[config.mk]
export PLATFORM = sky130hd
export DESIGN_NAME = prescaled_updown_counter_flat
export DESIGN_NICKNAME = d
export VERILOG_FILES = /design/src/rtl/prescaled_updown_counter_if.sv /design/src/rtl/prescaled_updown_counter.sv /design/src/flat_wrapper.sv
export SDC_FILE = /design/constraint.sdc
export NUM_CORES = 1
export LEC_CHECK = 0
export BUFFER_PORTS_ARGS = -buffer_cell sky130_fd_sc_hd__buf_4
export CAP_MARGIN = 20
export CORE_MARGIN = 2
export CORE_UTILIZATION = 55
export CTS_CLUSTER_SIZE = 25
export DETAILED_ROUTE_END_ITERATION = 10
export GPL_TIMING_DRIVEN = 0
export HOLD_SLACK_MARGIN = 0.06
export PLACE_DENSITY = 0.83
export SYNTH_ARGS = -nofsm -noshare
export SYNTH_HDL_FRONTEND = slang
export SYNTH_SLANG_ARGS = --single-unit
[constraint.sdc]
create_clock -name clk_100MHz -period 4.5 [get_ports clk_100MHz]
set_input_delay 0.9 -clock clk_100MHz [delete_from_list [all_inputs] [get_ports clk_100MHz]]
set_output_delay 0.9 -clock clk_100MHz [all_outputs]
set_load 0.02 [all_outputs]
[src/rtl/prescaled_updown_counter_if.sv]
// Control and status bundle for the prescaled up/down counter.
// The master drives the controls and the slave returns the count with its tick/tc pulses.
interface prescaled_updown_counter_if #(
    parameter int WIDTH = 4
);
    logic             en;
    logic             dir;
    logic             load;
    logic [WIDTH-1:0] load_val;
    logic [WIDTH-1:0] q;
    logic             tick;
    logic             tc;

    modport master (output en, dir, load, load_val, input q, tick, tc);
    modport slave  (input en, dir, load, load_val, output q, tick, tc);
endinterface

[src/rtl/prescaled_updown_counter.sv]
// Prescaled up/down counter: the clock is divided down to TICK_HZ, and each tick steps q (wrap or saturate).
// Latency: the first step comes DIV enabled cycles after presc=0, then one step every DIV cycles; there is no backpressure.
module prescaled_updown_counter #(
    parameter int CLK_HZ    = 100_000_000,
    parameter int TICK_HZ   = 1,
    parameter int WIDTH     = 4,
    parameter int MAX_COUNT = 2**WIDTH-1,
    parameter int WRAP      = 1,
    parameter int RESET_VAL = 0
) (
    input  logic                         clk_100MHz,
    input  logic                         rst_n,
    prescaled_updown_counter_if.slave    bus
);
    localparam int               DIV        = CLK_HZ / TICK_HZ;
    localparam int               PW         = $clog2(DIV);
    localparam logic [PW-1:0]    PRESC_LAST = PW'(DIV-1);
    localparam logic [WIDTH-1:0] MAX_Q      = WIDTH'(MAX_COUNT);
    localparam logic [WIDTH-1:0] RST_Q      = WIDTH'(RESET_VAL);

    logic [PW-1:0]    r_presc;
    logic [WIDTH-1:0] r_q;
    logic             r_tick;
    logic             r_tc;

    logic [WIDTH-1:0] w_q_step;
    logic [WIDTH-1:0] w_q_load;
    logic             w_at_limit;

    // A step taken from the terminal value flags tc, whether it wraps or saturates.
    always_comb begin
        w_q_step   = r_q;
        w_at_limit = 1'b0;
        if (bus.dir) begin
            if (r_q == MAX_Q) begin
                w_at_limit = 1'b1;
                w_q_step   = (WRAP != 0) ? '0 : MAX_Q;
            end else begin
                w_q_step   = r_q + 1'b1;
            end
        end else begin
            if (r_q == '0) begin
                w_at_limit = 1'b1;
                w_q_step   = (WRAP != 0) ? MAX_Q : '0;
            end else begin
                w_q_step   = r_q - 1'b1;
            end
        end
    end

    assign w_q_load = (bus.load_val > MAX_Q) ? MAX_Q : bus.load_val;

    always_ff @(posedge clk_100MHz or negedge rst_n) begin
        if (!rst_n) begin
            r_presc <= '0;
            r_q     <= RST_Q;
            r_tick  <= 1'b0;
            r_tc    <= 1'b0;
        end else if (bus.load) begin
            r_presc <= '0;
            r_q     <= w_q_load;
            r_tick  <= 1'b0;
            r_tc    <= 1'b0;
        end else if (bus.en) begin
            if (r_presc == PRESC_LAST) begin
                r_presc <= '0;
                r_q     <= w_q_step;
                r_tick  <= 1'b1;
                r_tc    <= w_at_limit;
            end else begin
                r_presc <= r_presc + 1'b1;
                r_tick  <= 1'b0;
                r_tc    <= 1'b0;
            end
        end else begin
            r_tick  <= 1'b0;
            r_tc    <= 1'b0;
        end
    end

    assign bus.q    = r_q;
    assign bus.tick = r_tick;
    assign bus.tc   = r_tc;
endmodule

[src/flat_wrapper.sv]
// flat-port wrapper written by rule: the top's interface ports become plain ports
module prescaled_updown_counter_flat 
#(
    parameter int CLK_HZ    = 100_000_000,
    parameter int TICK_HZ   = 1,
    parameter int WIDTH     = 4,
    parameter int MAX_COUNT = 2**WIDTH-1,
    parameter int WRAP      = 1,
    parameter int RESET_VAL = 0
)
  (clk_100MHz, rst_n, bus_en, bus_dir, bus_load, bus_load_val, bus_q, bus_tick, bus_tc);
  prescaled_updown_counter_if #(.WIDTH(WIDTH)) bus_i ();
  input  logic clk_100MHz;
  input  logic rst_n;
  input wire logic [$bits(bus_i.en)-1:0] bus_en;
  input wire logic [$bits(bus_i.dir)-1:0] bus_dir;
  input wire logic [$bits(bus_i.load)-1:0] bus_load;
  input wire logic [$bits(bus_i.load_val)-1:0] bus_load_val;
  output wire logic [$bits(bus_i.q)-1:0] bus_q;
  output wire logic [$bits(bus_i.tick)-1:0] bus_tick;
  output wire logic [$bits(bus_i.tc)-1:0] bus_tc;
  assign bus_i.en = bus_en;
  assign bus_i.dir = bus_dir;
  assign bus_i.load = bus_load;
  assign bus_i.load_val = bus_load_val;
  assign bus_q = bus_i.q;
  assign bus_tick = bus_i.tick;
  assign bus_tc = bus_i.tc;
  prescaled_updown_counter #(.CLK_HZ(CLK_HZ), .TICK_HZ(TICK_HZ), .WIDTH(WIDTH), .MAX_COUNT(MAX_COUNT), .WRAP(WRAP), .RESET_VAL(RESET_VAL)) u_core (.clk_100MHz(clk_100MHz), .rst_n(rst_n), .bus(bus_i));
endmodule
==> results by group, run 1 <==
Clock tree
  – # clock sinks: 33
  – Clock transition at path regs: 100 ps
  – # hold bufs at CTS: 0
  – CTS root buf: clkbuf_4
  – Inserted Clock Buffers: 5
  – Post-cts resize count: 0
  – H-Tree Depth: 2
  – CTS tree: done
  – Total setup buffers inserted after CTS: 0
  – Worst skew pair latency: 330 ps
  – Max clock buf depth: 2

Setup path
  – Setup crit end kind: flop
  – CP dominant cell by count: nor2_1
  – CP startpoint kind: input port
  – Setup CP Type: in2reg
  – Worst path bufs/invs: 1
  – Crit-path slowest cell: nor4_1
  – Critical path required time: 4720 ps
  – CP top delay family: simple AND/OR/NAND/NOR gates
  – CP peak stage delay: 730 ps
  – Crit path arrival time: 2470 ps
  – Cell Chain, Critical Path: clkbuf_1, nor2_1, nor4_1, nand3_1, xor2_1, nor2_1
  – CP max FO: 10

Place
  – Placed Instance Area: 2060 um^2
  – Port Buf Inserts: 11
  – GP Congestion: 0.861
  – Pre-CTS setup slack: 1930 ps
  – HPWL after detailed placement: 2.63 mm

STA
  – Hold WS: 497 ps
  – Slew margin rel.: 42.2%
  – Setup TNS: 0 ps
  – Max Freq: 446 MHz
  – Min cycle time layout: 2240 ps
  – Setup Skew: 10.9 ps
  – Fin crit share: 49.8%
  – Slew Viols, Final: 0
  – Fin. Hold Viols: 0
  – Worst-Margin Slew: 860 ps
  – Setup Viol. Count Final: 0
  – RSZ-0062 raised after global routing: false
  – Final worst setup slack: 2260 ps

Final layout
  – Final instance area: 2110 um^2
  – Share of post-route cells with drive strength above 1: 13.0%
  – Finished Core Util: 63.1%
  – Fill cell count: 308
  – Area Overhead vs Synth: 9.50%
  – Net count, final: 236
  – N_diodes: 0

Power and ir drop
  – LEAKAGE: 0.000901 uW
  – Switch share: 25.9%
  – Clk network pwr share: 28.4%
  – PD cells: 244 nW/um^2
  – Logic pwr share: 11.8%
  – Worst vdd ir: 0.103 mV
  – P_int: 380 uW
  – Switch Pwr: 133 uW
  – Flop pwr share: 59.8%

Yosys
  – Top FF cell, synth: dfrtp_1
  – Sequential fraction of the synthesis area: 42.9%
  – Top cell type's share of synthesized area: 42.9%
  – FF+latch count, synth: 33
  – Post-synth EDFFs: 0
  – Post-Syn Instances: 206
  – Async SR Flop Fraction: 100%
  – Avg Inst Size Synth: 9.34 um^2
  – Synth unique cells: 44
  – Syn Std Cell Area: 1920 um^2
  – Mapped Nets: 218
  – Ranking of synthesized cells by area: dfrtp_1 (43%), xor2_1 (7.7%), nor2_1 (6.1%), nand4_1 (4.2%), nand3_1 (3.1%)
  – Biggest area consumer among synthesized cells: dfrtp_1
  – Yosys warns: 0

Routing
  – Drt wl/cell: 13.6 um
  – First DRT Iteration DRCs: 67
  – DR pass1 iterations: 4
  – Via Count: 1517
  – Routed vias/inst: 5.64
  – DRC violations left: 0
  – WL final: 3.65 mm
  – Antenna viol nets, final: 0

Die
  – Starting Density: 57.6%
  – Chip width: 63.1 um
  – I/O pin cnt: 15
  – Std-Cell Core Area: 3340 um^2
  – Number of core rows: 21
  – Die height: 63.1 um
  – Die ar.: 3990 um^2

Status
  – Status: complete, no violations

GRT
  – Initial antenna violation count: 0
  – Vias in the first global route: 1427
  – First-pass GRT wire length: 6.45 mm
  – Largest net degree at the start of global routing: 34
  – GR Util All Layers: 20.6%
  – Global route overflow: 0

Hold path
  – Worst Hold Class: in2async

Flow run
  – Number of max-cap violations: 0
-- logic make-up (layout without fill, tap and decap cells) --
kind of cell / after synthesis / count (layout) / synth area share, %
flops: 33 / 33 / 42.9
simple gates: 107 / 107 / 32.1
xor+xnor: 21 / 21 / 9.56
mux: 3 / 3 / 1.56
fa+ha+maj: 3 / 3 / 1.95
buf+inv: 15 / 32 / 3.45
compound gates: 24 / 24 / 8.39
-- cell usage after synthesis, types with 2 or more instances --
| master | n |
|---|---|
| a21boi_0 | 2 |
| a21oi_1 | 5 |
| a31oi_1 | 2 |
| and2_1 | 2 |
| and3_1 | 3 |
| buf_2 | 2 |
| buf_4 | 2 |
| clkbuf_1 | 7 |
| dfrtp_1 | 33 |
| ha_1 | 3 |
| inv_1 | 4 |
| mux2i_1 | 3 |
| nand2_1 | 14 |
| nand2b_1 | 7 |
| nand3_1 | 12 |
| nand3b_1 | 2 |
| nand4_1 | 13 |
| nand4b_1 | 2 |
| nor2_1 | 31 |
| nor3_1 | 5 |
| nor4_1 | 3 |
| nor4_4 | 2 |
| nor4b_1 | 2 |
| o21ai_0 | 5 |
| or4b_2 | 2 |
| xnor2_1 | 4 |
| xor2_1 | 17 |
-- layout by cell type (no fill, tap or decap), types with 2 or more instances in the layout --
cell type,n
a21boi_0,2
a21oi_1,5
a31oi_1,2
and2_1,2
and3_1,3
buf_2,2
buf_4,13
clkbuf_1,7
clkbuf_4,5
dfrtp_1,33
ha_1,3
inv_1,4
mux2i_1,3
nand2_1,14
nand2b_1,7
nand3_1,12
nand3b_1,2
nand4_1,13
nand4b_1,2
nor2_1,31
nor3_1,5
nor4_1,3
nor4_4,2
nor4b_1,2
o21ai_0,5
or4b_2,2
xnor2_1,4
xor2_1,17
-- registers in the layout, summed over array words and instances, names as in the netlist --
register	flops
u_core.bus.tc	1
u_core.bus.q	4
u_core.r_presc	27
u_core.bus.tick	1
-- power groups by stage --
stage / Combinational (uW) / Sequential [uW] / Clock (uW)
final: 60.6 / 307 / 146
after global placement: 60.4 / 312 / 0
after global routing: 68.1 / 308 / 166
after floorplan: 35.6 / 315 / 0
after CTS: 61.8 / 307 / 151
after detailed placement: 61.5 / 313 / 0
-- stage by stage --
step,std cells,power (uW)
after CTS,269,519
after detailed placement,263,374
after floorplan,206,351
after global placement,263,373
final,269,513
after global routing,269,542
-- cell type report --
class | count | area, um^2 | share of cell area [%]
multi-input cells | 158 | 1030 | 49.0
clock inverters | 1 | 5.00 | 0.238
clock buffers | 5 | 37.5 | 1.78
inverters | 4 | 15.0 | 0.713
plain buffers | 11 | 51.3 | 2.44
well taps | 46 | 57.6 | 2.73
flip-flops and latches | 33 | 826 | 39.2
repair buffers | 11 | 82.6 | 3.92
-- path summary, 6_finish.rpt --
path	start	endpoint	slack, ps	depth (start not counted)
worst max-delay path	bus_load	u_core.r_presc[22]	2260	6
worst min-delay path	rst_n	u_core.r_presc[11]	500	1
worst max register to register	u_core.r_presc[8]	u_core.r_presc[23]	2410	7
worst min register to register	u_core.r_presc[7]	u_core.r_presc[7]	560	2
max in group asynchronous	rst_n	u_core.r_presc[8]	3700	1
min in group clk_100MHz	u_core.r_presc[7]	u_core.r_presc[7]	560	2
-- routing by layer --
metal	share of wire, %	track usage (%)	wire length (um)	vias up
li1	-	-	-	764
met1	48	27.0	1770	724
met2	47	33.1	1710	21
met3	3.1	4.46	114	8
met4	1.6	8.33	60	0
met5	0	0	0	-
(Power assumes the default switching activity.)
==> run 2: changes to the inputs <==
--- a/config.mk
+++ b/config.mk
@@ -5,15 +5,16 @@
 export SDC_FILE = /design/constraint.sdc
 export NUM_CORES = 1
 export LEC_CHECK = 0
+export ABC_AREA = 1
 export BUFFER_PORTS_ARGS = -buffer_cell sky130_fd_sc_hd__buf_4
 export CAP_MARGIN = 20
 export CORE_MARGIN = 2
-export CORE_UTILIZATION = 55
+export CORE_UTILIZATION = 54
 export CTS_CLUSTER_SIZE = 25
 export DETAILED_ROUTE_END_ITERATION = 10
 export GPL_TIMING_DRIVEN = 0
 export HOLD_SLACK_MARGIN = 0.06
-export PLACE_DENSITY = 0.83
+export PLACE_DENSITY = 0.84
 export SYNTH_ARGS = -nofsm -noshare
 export SYNTH_HDL_FRONTEND = slang
 export SYNTH_SLANG_ARGS = --single-unit
==> constraint.sdc (replaced) <==
create_clock -name clk_100MHz -period 1.9 [get_ports clk_100MHz]
set_input_delay 0.38 -clock clk_100MHz [delete_from_list [all_inputs] [get_ports clk_100MHz]]
set_output_delay 0.38 -clock clk_100MHz [all_outputs]
set_load 0.02 [all_outputs]
==> run 2 against run 1 <==
Compared with the run above: highest routed layer unchanged; sequential power rose to 2.5 times the previous value; critical endpoint is now u_core.r_presc[20]; cell area increased by 15%; hold slack lost 110 ps; routed wire length grew 31%; synthesized cell count grew 47%.
==> results by group, run 2 <==
STA
  – Worst-Margin Slew: 424 ps (-435 ps)
  – Setup Skew: 5.70 ps (-5.22 ps)
  – Fin. Hold Viols: 0 (unchanged)
  – Slew margin rel.: 71.7% (+30 points)
  – Fin crit share: 91.9%
  – Max Freq: 573 MHz
  – Setup TNS: 0 ps (unchanged)
  – Slew Viols, Final: 0 (unchanged)
  – Min cycle time layout: 1750 ps
  – Setup Viol. Count Final: 0 (unchanged)
  – Final worst setup slack: 154 ps (-2100 ps)
  – RSZ-0062 raised after global routing: false

Routing
  – Routed vias/inst: 5.22 (-7.5%)
  – DRC violations left: 0 (unchanged)
  – WL final: 4.78 mm (+31%)
  – First DRT Iteration DRCs: 182 (+170%)
  – Via Count: 1952 (+29%)
  – Antenna viol nets, final: 0 (unchanged)
  – DR pass1 iterations: 5 (+1)
  – Drt wl/cell: 12.8 um (-5.8%)

Die
  – Starting Density: 57.7% (+0.090 points)
  – I/O pin cnt: 15 (unchanged)
  – Die height: 67.3 um (+6.5%)
  – Std-Cell Core Area: 3740 um^2 (+12%)
  – Chip width: 67.3 um (+6.5%)
  – Die ar.: 4520 um^2 (+13%)
  – Number of core rows: 22 (+4.8%)

Yosys
  – Top-count cell post-synth: nand2_1
  – Synth unique cells: 28 (-36%)
  – Syn Std Cell Area: 2160 um^2 (+12%)
  – Avg Inst Size Synth: 7.13 um^2 (-24%)
  – Synth top cells by count: nand2_1 (72), inv_1 (42), nor2_1 (42)
  – Yosys warns: 0 (unchanged)
  – FF+latch count, synth: 33 (unchanged)
  – Post-Syn Instances: 303 (+47%)
  – Biggest area consumer among synthesized cells: dfrtp_1
  – Sequential fraction of the synthesis area: 38.2% (-4.7 points)
  – Async SR Flop Fraction: 100% (unchanged)
  – Post-synth EDFFs: 0 (unchanged)
  – Ranking of synthesized cells by area: dfrtp_1 (38%), nand2_1 (13%), inv_1 (7.3%), nor2_1 (7.3%), nand3_1 (5.6%)
  – Top FF cell, synth: dfrtp_1
  – Mapped Nets: 315 (+44%)
  – Top cell type's share of synthesized area: 38.2% (-4.7 points)

Clock tree
  – CTS root buf: clkbuf_8
  – Clock transition at path regs: 70 ps (-30 ps)
  – # clock sinks: 33 (unchanged)
  – CTS tree: done
  – Worst skew pair latency: 280 ps (-50 ps)
  – Max clock buf depth: 2 (unchanged)
  – H-Tree Depth: 2 (unchanged)
  – Inserted Clock Buffers: 5 (unchanged)

Power and ir drop
  – PD cells: 650 nW/um^2 (+170%)
  – Pwr Total: 1570 uW (+210%)
  – LEAKAGE: 0.00111 uW (+23%)
  – Worst vdd ir: 0.610 mV (+490%)

Final layout
  – Area Overhead vs Synth: 11.9%
  – Net count, final: 337 (+43%)
  – Biggest register: u_core.r_presc
  – Most common cell after layout, fill and taps aside: nand2_1
  – Share of post-route cells with drive strength above 1: 16.0% (+2.9 points)
  – N_diodes: 0 (unchanged)
  – Max reg flops: 27 (unchanged)
  – Most frequent cells in the layout: nand2_1 (72), inv_1 (42), nor2_1 (41)
  – Fill cell count: 351 (+14%)
  – Final Non-Filler Cells: 374 (+39%)

GRT
  – Largest net degree at the start of global routing: 34 (unchanged)
  – Vias in the first global route: 1837 (+29%)
  – Global route overflow: 0 (unchanged)
  – First-pass GRT wire length: 8.26 mm (+28%)
  – GR Util All Layers: 24.5% (+3.9 points)
  – Initial antenna violation count: 0 (unchanged)

Setup path
  – CP max FO: 4 (-6)
  – Critical path required time: 2070 ps (-2650 ps)
  – CP startpoint kind: flop
  – Crit path arrival time: 1920 ps (-550 ps)
  – Setup CP Type: reg2reg
  – Setup crit end kind: flop

Place
  – Pre-CTS setup slack: 181 ps (-1750 ps)
  – Port Buf Inserts: 13 (+2)
  – HPWL after detailed placement: 3.57 mm (+36%)
  – GP Congestion: 0.971 (+13%)
  – Placed insts: 364 (+38%)

Flow run
  – Number of max-cap violations: 0 (unchanged)

Status
  – Status: complete, no violations

Hold path
  – Worst Hold Class: in2reg
==> run 2: cell type report <==
class,instances,area [um^2],share of cell area (%)
Buffer,5,51.3,2.12
Clock buffer,8,80.1,3.31
Inverter,43,166,6.88
Multi-Input combinational cell,222,1120,46.3
Sequential cell,33,826,34.1
Tap cell,48,60.1,2.48
Timing Repair Buffer,15,115,4.76
==> run 2: path summary, 6_finish.rpt <==
| kind | start | endpoint | slack [ps] | depth (start not counted) |
|---|---|---|---|---|
| max | u_core.r_presc[0] | u_core.r_presc[20] | 150 | 8 |
| min | bus_load_val[0] | u_core.bus.q[0] | 380 | 3 |
| max reg2reg | u_core.r_presc[0] | u_core.r_presc[20] | 150 | 8 |
| min reg2reg | u_core.r_presc[10] | u_core.r_presc[10] | 540 | 2 |
| max in group asynchronous | rst_n | u_core.r_presc[17] | 1010 | 2 |
| min in group asynchronous | rst_n | u_core.r_presc[10] | 570 | 2 |
==> run 2: critical path, cell delays in order, from the launching register on <==
cell	delay [ps]
dfrtp_1	380
ha_1	190
inv_1	80
nor3_1	330
nand4_1	310
nor2_1	170
nand2_1	60
nand2_1	80
nor2_2	40
==> run 2: cell families (layout without fill, tap and decap cells) <==
family | Yosys count | count (layout) | share of synthesized area, %
xor+xnor | 8 | 8 | 3.24
fa+ha+maj | 3 | 3 | 1.74
buf+inv | 48 | 71 | 10.1
compound gates | 23 | 23 | 5.56
simple gates | 188 | 188 | 41.2
flops | 33 | 33 | 38.2
==> run 2: through the flow <==
stage	cell area [um^2]	hold WS (ps)	util, %
2_1_floorplan	2160	84.4	-
3_3_place_gp	2320	355	61.9
3_5_place_dp	2320	351	61.9
4_1_cts	2410	386	64.3
5_1_grt	2420	391	64.6
6_report	2420	383	64.6
==> run 2: timing repair <==
item                       4_1_cts  5_1_grt
hold endpoints to repair        33        0
buffers inserted                 0        1
hold buffers                     1        0
setup endpoints to repair        0       21
resized for setup                0        1
==> run 2: power breakdown <==
group	leakage, uW	internal, uW	switching [uW]
registers	0.000452	738	40.9
logic	0.000616	117	175
clock network	0.0000395	260	242
==> run 2: layer usage <==
metal / GRT usage [%] / routed length (um)
met2: 42.0 / 2270
met4: 6.63 / 78
met1: 30.5 / 2220
met5: 0 / 0
met3: 6.33 / 211
==> run 3: changes to the inputs <==
--- a/config.mk
+++ b/config.mk
@@ -5,16 +5,16 @@
 export SDC_FILE = /design/constraint.sdc
 export NUM_CORES = 1
 export LEC_CHECK = 0
-export ABC_AREA = 1
 export BUFFER_PORTS_ARGS = -buffer_cell sky130_fd_sc_hd__buf_4
 export CAP_MARGIN = 20
 export CORE_MARGIN = 2
-export CORE_UTILIZATION = 54
+export CORE_UTILIZATION = 53
 export CTS_CLUSTER_SIZE = 25
 export DETAILED_ROUTE_END_ITERATION = 10
 export GPL_TIMING_DRIVEN = 0
 export HOLD_SLACK_MARGIN = 0.06
 export PLACE_DENSITY = 0.84
+export SLEW_MARGIN = 20
 export SYNTH_ARGS = -nofsm -noshare
 export SYNTH_HDL_FRONTEND = slang
 export SYNTH_SLANG_ARGS = --single-unit
==> run 3 against run 2 <==
Compared with the run above: die area is 8.8% lower; count of clock-buffer cells in the layout is 1 lower; the run now ends with setup timing left; highest routed layer unchanged; routed wire length is 9.2% higher; largest cell class unchanged; non-clock buffer count is 27 higher; total power is 16% lower; final cell count is 21% lower.
==> results by group, run 3 (synthesis gave the netlist of run 1 again) <==
Status
  – Status: finished with violations
  – Failing checks: setup timing

Die
  – Die height: 64.2 um (-4.5%)
  – Die ar.: 4130 um^2 (-8.8%)
  – Chip width: 64.2 um (-4.5%)
  – Number of core rows: 21 (-4.5%)
  – I/O pin cnt: 15 (unchanged)
  – Starting Density: 56.3% (-1.4 points)
  – Std-Cell Core Area: 3420 um^2 (-8.8%)

STA
  – Setup Viol. Count Final: 22 (+22)
  – Slew margin rel.: 54.5% (-17 points)
  – Setup Skew: 10.1 ps (+4.41 ps)
  – Final worst setup slack: -143 ps (-297 ps)
  – Fin. Hold Viols: 0 (unchanged)
  – Max Freq: 489 MHz (-15%)
  – Min cycle time layout: 2040 ps (+297 ps)
  – RSZ-0062 raised after global routing: true
  – Fin crit share: 108% (+16 points)
  – Worst-Margin Slew: 676 ps (+252 ps)
  – Slew Viols, Final: 0 (unchanged)
  – Setup TNS: -1900 ps (-1900 ps)

Place
  – Placed Instance Area: 2070 um^2 (-11%)
  – HPWL after detailed placement: 2.71 mm (-24%)
  – Port Buf Inserts: 11 (-2)
  – Pre-CTS setup slack: -181 ps (-362 ps)
  – GP Congestion: 0.881 (-9.3%)

Final layout
  – Final instance area: 2520 um^2 (+4.0%)
  – Share of post-route cells with drive strength above 1: 34.9% (+19 points)
  – Net count, final: 261 (-23%)
  – N_diodes: 0 (unchanged)
  – Biggest register: u_core.r_presc
  – Area Overhead vs Synth: 30.8%
  – Max reg flops: 27 (unchanged)
  – Most frequent cells in the layout: buf_4 (30), dfrtp_1 (30), xor2_1 (17)

GRT
  – Initial antenna violation count: 0 (unchanged)
  – M3 GR Usage: 4.23% (-2.1 points)
  – Largest net degree at the start of global routing: 34 (unchanged)
  – GR Util All Layers: 23.6% (-0.84 points)
  – Global route overflow: 0 (unchanged)
  – Met2 global-route usage: 37.4% (-4.6 points)
  – Vias in the first global route: 1612 (-12%)
  – First-pass GRT wire length: 7.53 mm (-8.9%)
  – GRT met1 Usage: 31.0% (+0.45 points)
  – GR peak layer: met2

Power and ir drop
  – Pwr Total: 1320 uW (-16%)
  – Worst vdd ir: 0.327 mV (-46%)
  – LEAKAGE: 0.00105 uW (-5.0%)
  – PD cells: 525 nW/um^2 (-19%)

Setup path
  – CP peak stage delay: 420 ps (+40 ps)
  – R2R Setup Slk: -140 ps (-300 ps)
  – Cell Chain, Critical Path: or3b_4, nor4_4, buf_4, nand4_4, and3b_1, a221o_1
  – Reg-to-Reg Start: u_core.r_presc[19]
  – Crit-path slowest cell: dfrtp_1
  – Setup crit end kind: flop
  – Setup CP Type: reg2reg
  – R2r endpoint: u_core.bus.q[3]
  – CP startpoint kind: flop
  – Worst R2R Path Depth: 6 (-2)
  – Crit path arrival time: 2280 ps (+360 ps)
  – Critical path required time: 2140 ps (+70 ps)
  – CP max FO: 7 (+3)

Routing
  – First DRT Iteration DRCs: 188 (+3.3%)
  – Antenna viol nets, final: 0 (unchanged)
  – Via Count: 1821 (-6.7%)
  – DR pass1 iterations: 6 (+1)
  – Drt wl/cell: 17.7 um (+38%)
  – DRC violations left: 0 (unchanged)
  – WL final: 5.22 mm (+9.2%)
  – Routed vias/inst: 6.17 (+18%)

Clock tree
  – Clock transition at path regs: 100 ps (+30 ps)
  – Inserted Clock Buffers: 5 (unchanged)
  – Worst skew pair latency: 360 ps (+80 ps)
  – H-Tree Depth: 2 (unchanged)
  – CTS tree: done
  – Max clock buf depth: 2 (unchanged)
  – # clock sinks: 33 (unchanged)
  – CTS root buf: clkbuf_4

Hold path
  – Hold path cells: 3 (unchanged)
  – Hold Path End: u_core.bus.q[1]
  – Worst hold start: bus_load_val[1]
  – Worst Hold Class: in2reg

Flow run
  – Number of max-cap violations: 0 (unchanged)
-- run 3: cell count changes in the layout (fill, tap and decap cells not counted), moves of 6 or more --
cell and delta:
nand2b_1 +7, nand2_1 -58, inv_1 -38, nor3_1 -8, buf_4 +14, a21oi_1 -6, nand3_1 -15, xor2_1 +9
nor2_1 -27
-- run 3: how the worst max path moves through the flow --
stage | start | slack [ps] | to | cells after the start
global placement | bus_load | -190 | u_core.r_presc[17] | 6
global route | u_core.r_presc[19] | -200 | u_core.bus.q[3] | 6
floorplan | u_core.r_presc[8] | -40 | u_core.bus.q[2] | 5
detailed placement | bus_load | -180 | u_core.r_presc[17] | 6
CTS | u_core.r_presc[8] | -140 | u_core.bus.q[3] | 5
finish | u_core.r_presc[19] | -140 | u_core.bus.q[3] | 6
-- run 3: what timing repair did --
action                                 in CTS  in global routing
cloned                                      1                  0
setup buffers                              12                 12
setup endpoints to repair                  26                 29
hold buffers                                1                  0
endpoints found under the hold margin      33                  0
pin swaps                                  29                 19
gates resized for setup                    24                 33
-- run 3: layout make-up --
cell class	count	area, um^2
well taps	46	57.6
repair buffers	36	295
plain buffers	11	62.6
fillers	208	900
clock buffers	7	55.1
inverters	4	15.0
flip-flops and latches	33	830
multi-input cells	158	1200
-- run 3: metrics by stage --
stage	std cells	hold WS [ps]	util (%)
after global placement	263	341	60.5
after global routing	295	253	73.7
final	295	224	73.7
after detailed placement	263	345	60.5
after CTS	284	228	67.3
after floorplan	206	84.4	-
-- run 3: critical path, delay by kind of cell, from the launching register on --
family          cells  cell delay (ps)
flops               1              420
simple gates        4             1060
compound gates      1              260
buf+inv             1              200
-- run 3: power breakdown --
group / leakage [uW] / internal [uW] / switching (uW)
sequential: 0.000447 / 712 / 16.0
combinational: 0.000574 / 76.9 / 99.7
clock: 0.0000314 / 174 / 241
total: 0.00105 / 964 / 357
-- run 3: per-layer routing --
metal	up-vias	share of wire, %	routed length (um)
li1	825	-	-
met1	859	39	2060
met2	106	49	2560
met3	31	6.9	362
met4	0	4.5	236
met5	-	0	0
